`config.mk`:
```
export PLATFORM = sky130hd
export DESIGN_NAME = reg8_rr_arb_flat
export DESIGN_NICKNAME = d
export VERILOG_FILES = /design/src/rtl/reg8_rr_arb_if.sv /design/src/rtl/reg8_rr_arb.sv /design/src/flat_wrapper.sv
export SDC_FILE = /design/constraint.sdc
export NUM_CORES = 1
export LEC_CHECK = 0
export ABC_AREA = 1
export BUFFER_PORTS_ARGS = -buffer_cell sky130_fd_sc_hd__buf_2
export CORE_MARGIN = 2
export CORE_UTILIZATION = 51
export CTS_CLUSTER_DIAMETER = 80
export DETAILED_ROUTE_END_ITERATION = 10
export GPL_ROUTABILITY_DRIVEN = 0
export HOLD_SLACK_MARGIN = 0.02
export PLACE_DENSITY = 0.86
export SYNTH_ARGS = -nofsm -noshare
export SYNTH_HDL_FRONTEND = slang
export SYNTH_SLANG_ARGS = --single-unit
export TNS_END_PERCENT = 100
```
`constraint.sdc`:
```
create_clock -name clk -period 3.7 [get_ports clk]
set_input_delay 0.555 -clock clk [delete_from_list [all_inputs] [get_ports clk]]
set_output_delay 0.555 -clock clk [all_outputs]
set_load 0.01 [all_outputs]
```
`src/rtl/reg8_rr_arb_if.sv`:
```
// Bundle of request/grant and register-write signals between the requesters
// and the round-robin write arbiter that fronts the shared 8-bit register.
interface reg8_rr_arb_if #(
  parameter int N = 4,
  parameter int W = 8
);
  logic [N-1:0]   req;
  logic [N-1:0]   lock;
  logic [N*W-1:0] din;
  logic [N-1:0]   gnt;
  logic [N-1:0]   ack;
  logic           reg_en;
  logic [W-1:0]   reg_d;
  logic           busy;

  // requester side: drives requests, burst hints and data
  modport master (
    output req, lock, din,
    input  gnt, ack, reg_en, reg_d, busy
  );

  // arbiter side: consumes requests, drives grant and register write port
  modport slave (
    input  req, lock, din,
    output gnt, ack, reg_en, reg_d, busy
  );
endinterface

```
`src/rtl/reg8_rr_arb.sv`:
```
// Round-robin write arbiter for one shared W-bit enable/reset register.
// One owner at a time gets its data steered onto reg_d; reg_en/ack follow
// the owner's req combinationally so a write commits in the grant cycle.
// A locked owner may keep the register for up to MAX_BURST writes.
module reg8_rr_arb #(
  parameter int N         = 4,
  parameter int W         = 8,
  parameter int MAX_BURST = 4
) (
  input logic          clk,
  input logic          rst,
  reg8_rr_arb_if.slave bus
);

  localparam int IW = $clog2(N);

  typedef enum logic [0:0] {
    ST_IDLE  = 1'b0,
    ST_GRANT = 1'b1
  } state_t;

  state_t        state_r, state_s;
  logic [IW-1:0] owner_r, owner_s;
  logic [IW-1:0] ptr_r,   ptr_s;
  logic [3:0]    bcnt_r,  bcnt_s;
  logic [N-1:0]  gnt_r,   gnt_s;

  logic          own_req_s;
  logic          own_lock_s;
  logic [W-1:0]  own_din_s;
  logic          rearb_s;
  logic [IW-1:0] base_s;
  logic [IW:0]   pick_s;
  logic          burst_more_s;

  // First index with a request, searching base, base+1, ... modulo N.
  // Returns {found, index}; the descending loop lets the lowest offset win.
  function automatic logic [IW:0] rr_pick(input logic [N-1:0]  req_v,
                                          input logic [IW-1:0] base_v);
    logic [IW:0] res;
    int          idx;
    res = '0;
    for (int k = N - 1; k >= 0; k--) begin
      idx = (int'(base_v) + k) % N;
      if (req_v[IW'(idx)]) begin
        res = {1'b1, IW'(idx)};
      end else begin
        res = res;
      end
    end
    return res;
  endfunction

  // Index following i, wrapping at N-1 (N need not be a power of two).
  function automatic logic [IW-1:0] next_idx(input logic [IW-1:0] i);
    if (i == IW'(N - 1)) begin
      return '0;
    end else begin
      return i + 1'b1;
    end
  endfunction

  // One-hot vector with bit i set.
  function automatic logic [N-1:0] onehot(input logic [IW-1:0] i);
    logic [N-1:0] v;
    v    = '0;
    v[i] = 1'b1;
    return v;
  endfunction

  // Owner's request, lock hint and data word.
  always_comb begin
    own_req_s  = bus.req[owner_r];
    own_lock_s = bus.lock[owner_r];
    own_din_s  = '0;
    for (int i = 0; i < N; i++) begin
      if (owner_r == IW'(i)) begin
        own_din_s = bus.din[i*W +: W];
      end else begin
        own_din_s = own_din_s;
      end
    end
  end

  // Burst may continue if one more write still fits under the cap.
  always_comb begin
    burst_more_s = (({1'b0, bcnt_r} + 5'd1) < 5'(MAX_BURST));
  end

  // Next-state logic: decide hold / continue burst / re-arbitrate.
  always_comb begin
    state_s = state_r;
    owner_s = owner_r;
    ptr_s   = ptr_r;
    bcnt_s  = bcnt_r;
    gnt_s   = gnt_r;
    rearb_s = 1'b0;
    base_s  = ptr_r;

    case (state_r)
      ST_IDLE: begin
        rearb_s = 1'b1;
        base_s  = ptr_r;
      end
      ST_GRANT: begin
        if (!own_req_s) begin
          // owner withdrew before committing: rotate past it
          rearb_s = 1'b1;
          base_s  = next_idx(owner_r);
          ptr_s   = next_idx(owner_r);
        end else if (own_lock_s && burst_more_s) begin
          // committed, burst continues with the same owner
          rearb_s = 1'b0;
          bcnt_s  = bcnt_r + 4'd1;
        end else begin
          // committed, burst over: rotate past the owner
          rearb_s = 1'b1;
          base_s  = next_idx(owner_r);
          ptr_s   = next_idx(owner_r);
        end
      end
      default: begin
        state_s = ST_IDLE;
        gnt_s   = '0;
        bcnt_s  = 4'd0;
      end
    endcase

    pick_s = rr_pick(bus.req, base_s);

    if (rearb_s) begin
      if (pick_s[IW]) begin
        state_s = ST_GRANT;
        owner_s = pick_s[IW-1:0];
        gnt_s   = onehot(pick_s[IW-1:0]);
        bcnt_s  = 4'd0;
      end else begin
        state_s = ST_IDLE;
        gnt_s   = '0;
        bcnt_s  = 4'd0;
      end
    end else begin
      gnt_s = gnt_s;
    end
  end

  // State, owner, pointer, burst count and grant registers.
  always_ff @(posedge clk or negedge rst) begin
    if (!rst) begin
      state_r <= ST_IDLE;
      owner_r <= '0;
      ptr_r   <= '0;
      bcnt_r  <= 4'd0;
      gnt_r   <= '0;
    end else begin
      state_r <= state_s;
      owner_r <= owner_s;
      ptr_r   <= ptr_s;
      bcnt_r  <= bcnt_s;
      gnt_r   <= gnt_s;
    end
  end

  // Register write port and ack; only live while an owner holds the grant.
  always_comb begin
    if (state_r == ST_GRANT) begin
      bus.reg_en = own_req_s;
      bus.reg_d  = own_req_s ? own_din_s : '0;
      bus.ack    = gnt_r & {N{own_req_s}};
      bus.busy   = 1'b1;
    end else begin
      bus.reg_en = 1'b0;
      bus.reg_d  = '0;
      bus.ack    = '0;
      bus.busy   = 1'b0;
    end
  end

  // Grant is driven straight from its register.
  always_comb begin
    bus.gnt = gnt_r;
  end

endmodule

```
`src/flat_wrapper.sv`:
```
// flat-port wrapper written by rule: the top's interface ports become plain ports
module reg8_rr_arb_flat 
#(
  parameter int N         = 4,
  parameter int W         = 8,
  parameter int MAX_BURST = 4
)
  (clk, rst, bus_req, bus_lock, bus_din, bus_gnt, bus_ack, bus_reg_en, bus_reg_d, bus_busy);
  reg8_rr_arb_if #(.N(N), .W(W)) bus_i ();
  input logic clk;
  input logic rst;
  input wire logic [$bits(bus_i.req)-1:0] bus_req;
  input wire logic [$bits(bus_i.lock)-1:0] bus_lock;
  input wire logic [$bits(bus_i.din)-1:0] bus_din;
  output wire logic [$bits(bus_i.gnt)-1:0] bus_gnt;
  output wire logic [$bits(bus_i.ack)-1:0] bus_ack;
  output wire logic [$bits(bus_i.reg_en)-1:0] bus_reg_en;
  output wire logic [$bits(bus_i.reg_d)-1:0] bus_reg_d;
  output wire logic [$bits(bus_i.busy)-1:0] bus_busy;
  assign bus_i.req = bus_req;
  assign bus_i.lock = bus_lock;
  assign bus_i.din = bus_din;
  assign bus_gnt = bus_i.gnt;
  assign bus_ack = bus_i.ack;
  assign bus_reg_en = bus_i.reg_en;
  assign bus_reg_d = bus_i.reg_d;
  assign bus_busy = bus_i.busy;
  reg8_rr_arb #(.N(N), .W(W), .MAX_BURST(MAX_BURST)) u_core (.clk(clk), .rst(rst), .bus(bus_i));
endmodule
```
* Word level (Yosys, flattened, before mapping)
Cells that the tools add are included.
** Operators by class
- Reductions and logical operators :: 8
- Add/sub/neg operators :: 6
- Order comparisons :: 8
- Mux-type cells :: 44
- Eq/ne operators :: 3
- Bitwise logic cells :: 2
** Operators with widths (number)
- 8-bit two-way mux :: 6
- 4-bit two-way mux :: 6
- 2-bit by 4-bit < comparator with 1-bit output (second input constant) :: 4
- 1-bit two-way mux :: 16
- 1-bit binary-select mux with 2-bit select :: 6
- 3-bit two-way mux :: 4
- 2-bit by 3-bit < comparator with 1-bit output (second input constant) :: 2
- 2-bit two-way mux :: 3
- 2-bit nonzero test :: 3
- 4-bit by 1-bit adder with 5-bit output (second input constant) :: 1
- 5-bit by 3-bit < comparator with 1-bit output (second input constant) :: 1
- 2-bit by 1-bit adder with 2-bit output (second input constant) :: 2
- 2-bit adder (second input constant) :: 2
- 4-bit by 1-bit adder with 4-bit output (second input constant) :: 1
- 4-bit bitwise AND :: 1
- 2-bit equality test (second input constant) :: 2
- 2-bit case mux with 2 select lines :: 1
- 3-bit AND reduction :: 1
- 1-bit demux with 2-bit select :: 1
- 2-bit by 1-bit equality test with 1-bit output (second input constant) :: 1
- 2-bit by 1-bit greater-or-equal comparator with 1-bit output (second input constant) :: 1
- 1-bit logical AND :: 2
- 2-bit logical NOT :: 1
- 1-bit case mux with 2 select lines :: 1
- 2 further kinds :: 2
** Word-level totals
- Bits in registers :: 13
- Output and inout bits :: 18
- Bits of input ports :: 42

* Logic depth before layout (Yosys ltp)
- Depth in word-level cells :: 19
- Gate-level depth with buffers :: 20

* Least setup slack after synthesis
Ideal clock, no wire load.
- Path type :: register to output
- Start point :: reg u_core.owner_r[1]
- End point :: out bus_reg_d[0]
- Stages on the path, launching flop included :: 8
- Arrival :: 1.611 ns
- Slack :: 1.534 ns
- Cells stage by stage :: dfrtp_1 -> inv_1 -> ha_1 -> clkbuf_1 -> inv_1 -> nor2_1 -> or3_1 -> a21oi_1
** On the way
- Cells in the longest elaborated chain, start to end :: 7
- Elaborated cells on any way between the ends :: 12
- Those cells by class :: 3 x eq/ne; 8 x mux; 1 x reduce/logical
** RTL lines
- start, declared :: RTL line reg8_rr_arb.sv:23 : logic [IW-1:0] owner_r, owner_s;
- start signal, assigned :: RTL line reg8_rr_arb.sv:157 : owner_r <= owner_s;
- 2-bit logical NOT :: RTL line reg8_rr_arb.sv:77 : if (owner_r == IW'(i)) begin
- 8-bit two-way mux (4 in series) :: RTL line reg8_rr_arb.sv:77
- 8-bit two-way mux (*) :: RTL line reg8_rr_arb.sv:168 : bus.reg_d = own_req_s ? own_din_s : '0;
- 8-bit two-way mux (*) :: RTL line reg8_rr_arb.sv:166 : if (state_r == ST_GRANT) begin
- end, declared :: RTL line flat_wrapper.sv:18 : output wire logic [$bits(bus_i.reg_d)-1:0] bus_reg_d;
Mark *: on every way between the ends. The rest lies on a longest branch, timed or not. The select of a mux whose other input is x is not followed.

* Worst setup path after layout
- Start point :: reg u_core.owner_r[1]
- End point :: out bus_reg_d[3]
The elaborated chain is that of the path after synthesis.

==> summary.md <==
| Metric | Value |
|---|---|
| Post-Syn Area | `0.00134 mm²` |
| Synth warn | `0` |
| Outcome | `complete, no violations` |
| Hold Fails Final Rpt | `0` |
| Via density | `5.12` |
| Worst skew pair latency | `280 ps` |
| Port Buffer Count | `59` |
| Post-Synth XOR/XNOR Area | `0%` |
| Final slew viol count | `0` |
| DP HPWL | `2710 µm` |
| Root buf cell | `clkbuf_4` |
| Mux contribution to synthesized area | `0%` |
| WP buf/inv | `3` |
| Post-Syn Instances | `205` |
| Deepest clock path buffer count | `2` |
| Global-route wire length before repair | `5860 µm` |
| Post-CTS sizing | `0` |
| Final setup TNS | `0 ps` |
| Type of the most critical hold path | `input port to asynchronous set/reset pin` |
| Async S/R FF share, synth | `100%` |
| Synth top area cells | `dfrtp_1 (24%), nand2_1 (12%), a21oi_1 (9.0%)` |
| Initial DRT Pass Iterations | `4` |
| Worst path slowest cell | `dfrtp_1` |
| Crit start category | `flop` |
| Synth top area share | `24.3%` |
| Period utilization | `71.1%` |
| Peak VDD IR | `929 µV` |
| FMAX | `380 MHz` |
| Post-synthesis simple-gate area fraction | `47.1%` |
| Core Region | `0.00248 mm²` |
| CP dominant cell by count | `inv_1` |
| Clock skew | `1.15 ps` |
| Critical path capture point type | `primary output` |
| Final core utilization | `68.1%` |
| Area growth from synthesis to final layout | `26.0%` |
| First DRT Iteration DRCs | `74` |
| Required time worst endpoint | `3140 ps` |
| Ys flop type | `dfrtp_1` |
| H-tree Lvls | `1` |
| I/O pin count | `60` |
| Largest net degree at the start of global routing | `17` |
| Post-synth EDFFs | `0` |
| GRT Resource Usage Total | `22.8%` |
| Clock slew at reported path FFs | `70 ps` |
| Initial antenna violation count | `0` |
| Die H | `55.2 µm` |
| Final setup vio count | `0` |
| Top cell family by delay on the critical path | `buffers and inverters` |
| Compound-cell area share of the yosys netlist | `14.7%` |
| Syn avg cell area | `6.53 µm²` |
| Sequential-to-total area share from yosys stat | `24.3%` |
| Die Footprint | `0.00305 mm²` |
| Row count | `18` |
| Post-CTS Setup Bufs | `0` |
| #FFs+latches synth | `13` |
| Routed length per instance | `11.4 µm` |
| Final period demand of the worst path | `2630 ps` |
| Leakage | `0.981 nW` |
| Drc violations | `0` |
| Setup repair after global routing missed its margin | `false` |
| CTS tree | `yes` |
| Top-count cell post-synth | `nand2_1` |
| Vias in the first global route | `1440` |
| Gr ovfl total | `0` |
| Clk sinks | `13` |
| Antenna viol nets, final | `0` |
| Largest family of logic cells by synthesized area | `simple AND/OR/NAND/NOR gates` |
| Crit path largest cell delay | `440 ps` |
| Layout cells sized above 1 | `36.2%` |
| Final Net Count | `313` |
| Vias | `1511` |
| CP max FO | `9` |
| CTS Buf Count | `3` |
| Adder-cell area share of the yosys netlist | `4.67%` |
| Max-Cap Viols | `0` |
| Setup Crit Path Kind | `flop to primary output` |
| Arr. time, crit path | `2070 ps` |
| Antenna diodes | `0` |
| Yosys top cell by area | `dfrtp_1` |
| DIE WIDTH | `55.2 µm` |
| Post-synth top cells | `nand2_1 (44), inv_1 (25), a21oi_1 (24)` |
| Initial core utilization | `54.0%` |
| Crit path cell chain | `inv_1 > ha_1 > inv_1 > nor2_1 > or3_1 > a21oi_1 > buf_2` |
| Synth unique cells | `27` |
| PwrDens | `1040 mW/mm²` |
| Post-CTS Hold Buffers | `0` |
| Total Wirelength | `3380 µm` |
where the power goes:
part,switching (mW),total [mW],internal (mW)
Sequential,0.0508,0.250,0.200
Combinational,0.888,1.42,0.536
Clock,0.0454,0.0872,0.0418
Total,0.984,1.76,0.777
final cells by class:
cell class / count / area [µm²]
clock buffer: 4 / 26.3
sequential: 13 / 325
timing repair buffer: 59 / 295
fill: 240 / 791
inverter: 28 / 105
tap: 30 / 37.5
multi-input combinational: 161 / 897
placed cells by master (no fill, tap or decap), types with 8 or more instances in the layout:
cell | synthesis | routed
or3_1 | 8 | 8
inv_1 | 25 | 25
nand3_1 | 14 | 14
dfrtp_1 | 13 | 13
nand2_1 | 44 | 44
nand2_2 | 18 | 18
buf_2 | 0 | 59
o21ai_0 | 8 | 8
nor2_1 | 16 | 16
a21oi_1 | 24 | 24
state kept, by name, summed over array words and instances, names as in the netlist:
register,cells
u_core.state_r,1
u_core.owner_r,2
u_core.bcnt_r,4
u_core.ptr_r,2
u_core.bus.gnt,4
worst register-to-register path: cells and delay by family, from the launching register on:
family	cells	cell delay (ps)
and+or+nand+nor	13	1270
DFF	1	400
AOI/OAI and AO/OA	2	280
adders and majority gates	1	220
buffers and inverters	2	90
worst paths after layout:
path / slack (ps) / endpoint / start / cells past startpoint
max in group asynchronous: 3330 / u_core.bcnt_r[0] / rst / 1
min: 150 / u_core.ptr_r[0] / rst / 1
min in group clk: 470 / u_core.bcnt_r[0] / u_core.bcnt_r[0] / 1
max: 1070 / bus_reg_d[3] / u_core.owner_r[1] / 7
min reg2reg: 470 / u_core.bcnt_r[0] / u_core.bcnt_r[0] / 1
max reg2reg: 1330 / u_core.bus.gnt[0] / u_core.bcnt_r[0] / 18
per-layer routing:
metal	vias to the layer above	global-route usage [%]	routed length [µm]
met5	-	0	0
met4	0	10.8	114
met3	13	5.39	320
met2	74	38.6	1550
met1	649	26.9	1390
li1	775	-	-
kinds of logic after synthesis:
group                    after synthesis
AO/OA/AOI/OAI                         37
adder cells (fa/ha/maj)                5
buffers and inverters                 32
flip-flops                            13
other                                  1
AND/OR/NAND/NOR                      117
through the flow:
step	area [µm²]	cells	hold WS, ps	setup WS [ps]	total power [mW]
after floorplan	1340	206	259	1530	1.35
after detailed placement	1660	291	462	1320	1.67
final	1690	295	147	1070	1.76
after global routing	1690	295	163	892	1.98
after global placement	1660	291	449	1310	1.65
after CTS	1690	295	161	1100	1.76
No activity file was read; power rests on OpenSTA's default activity.
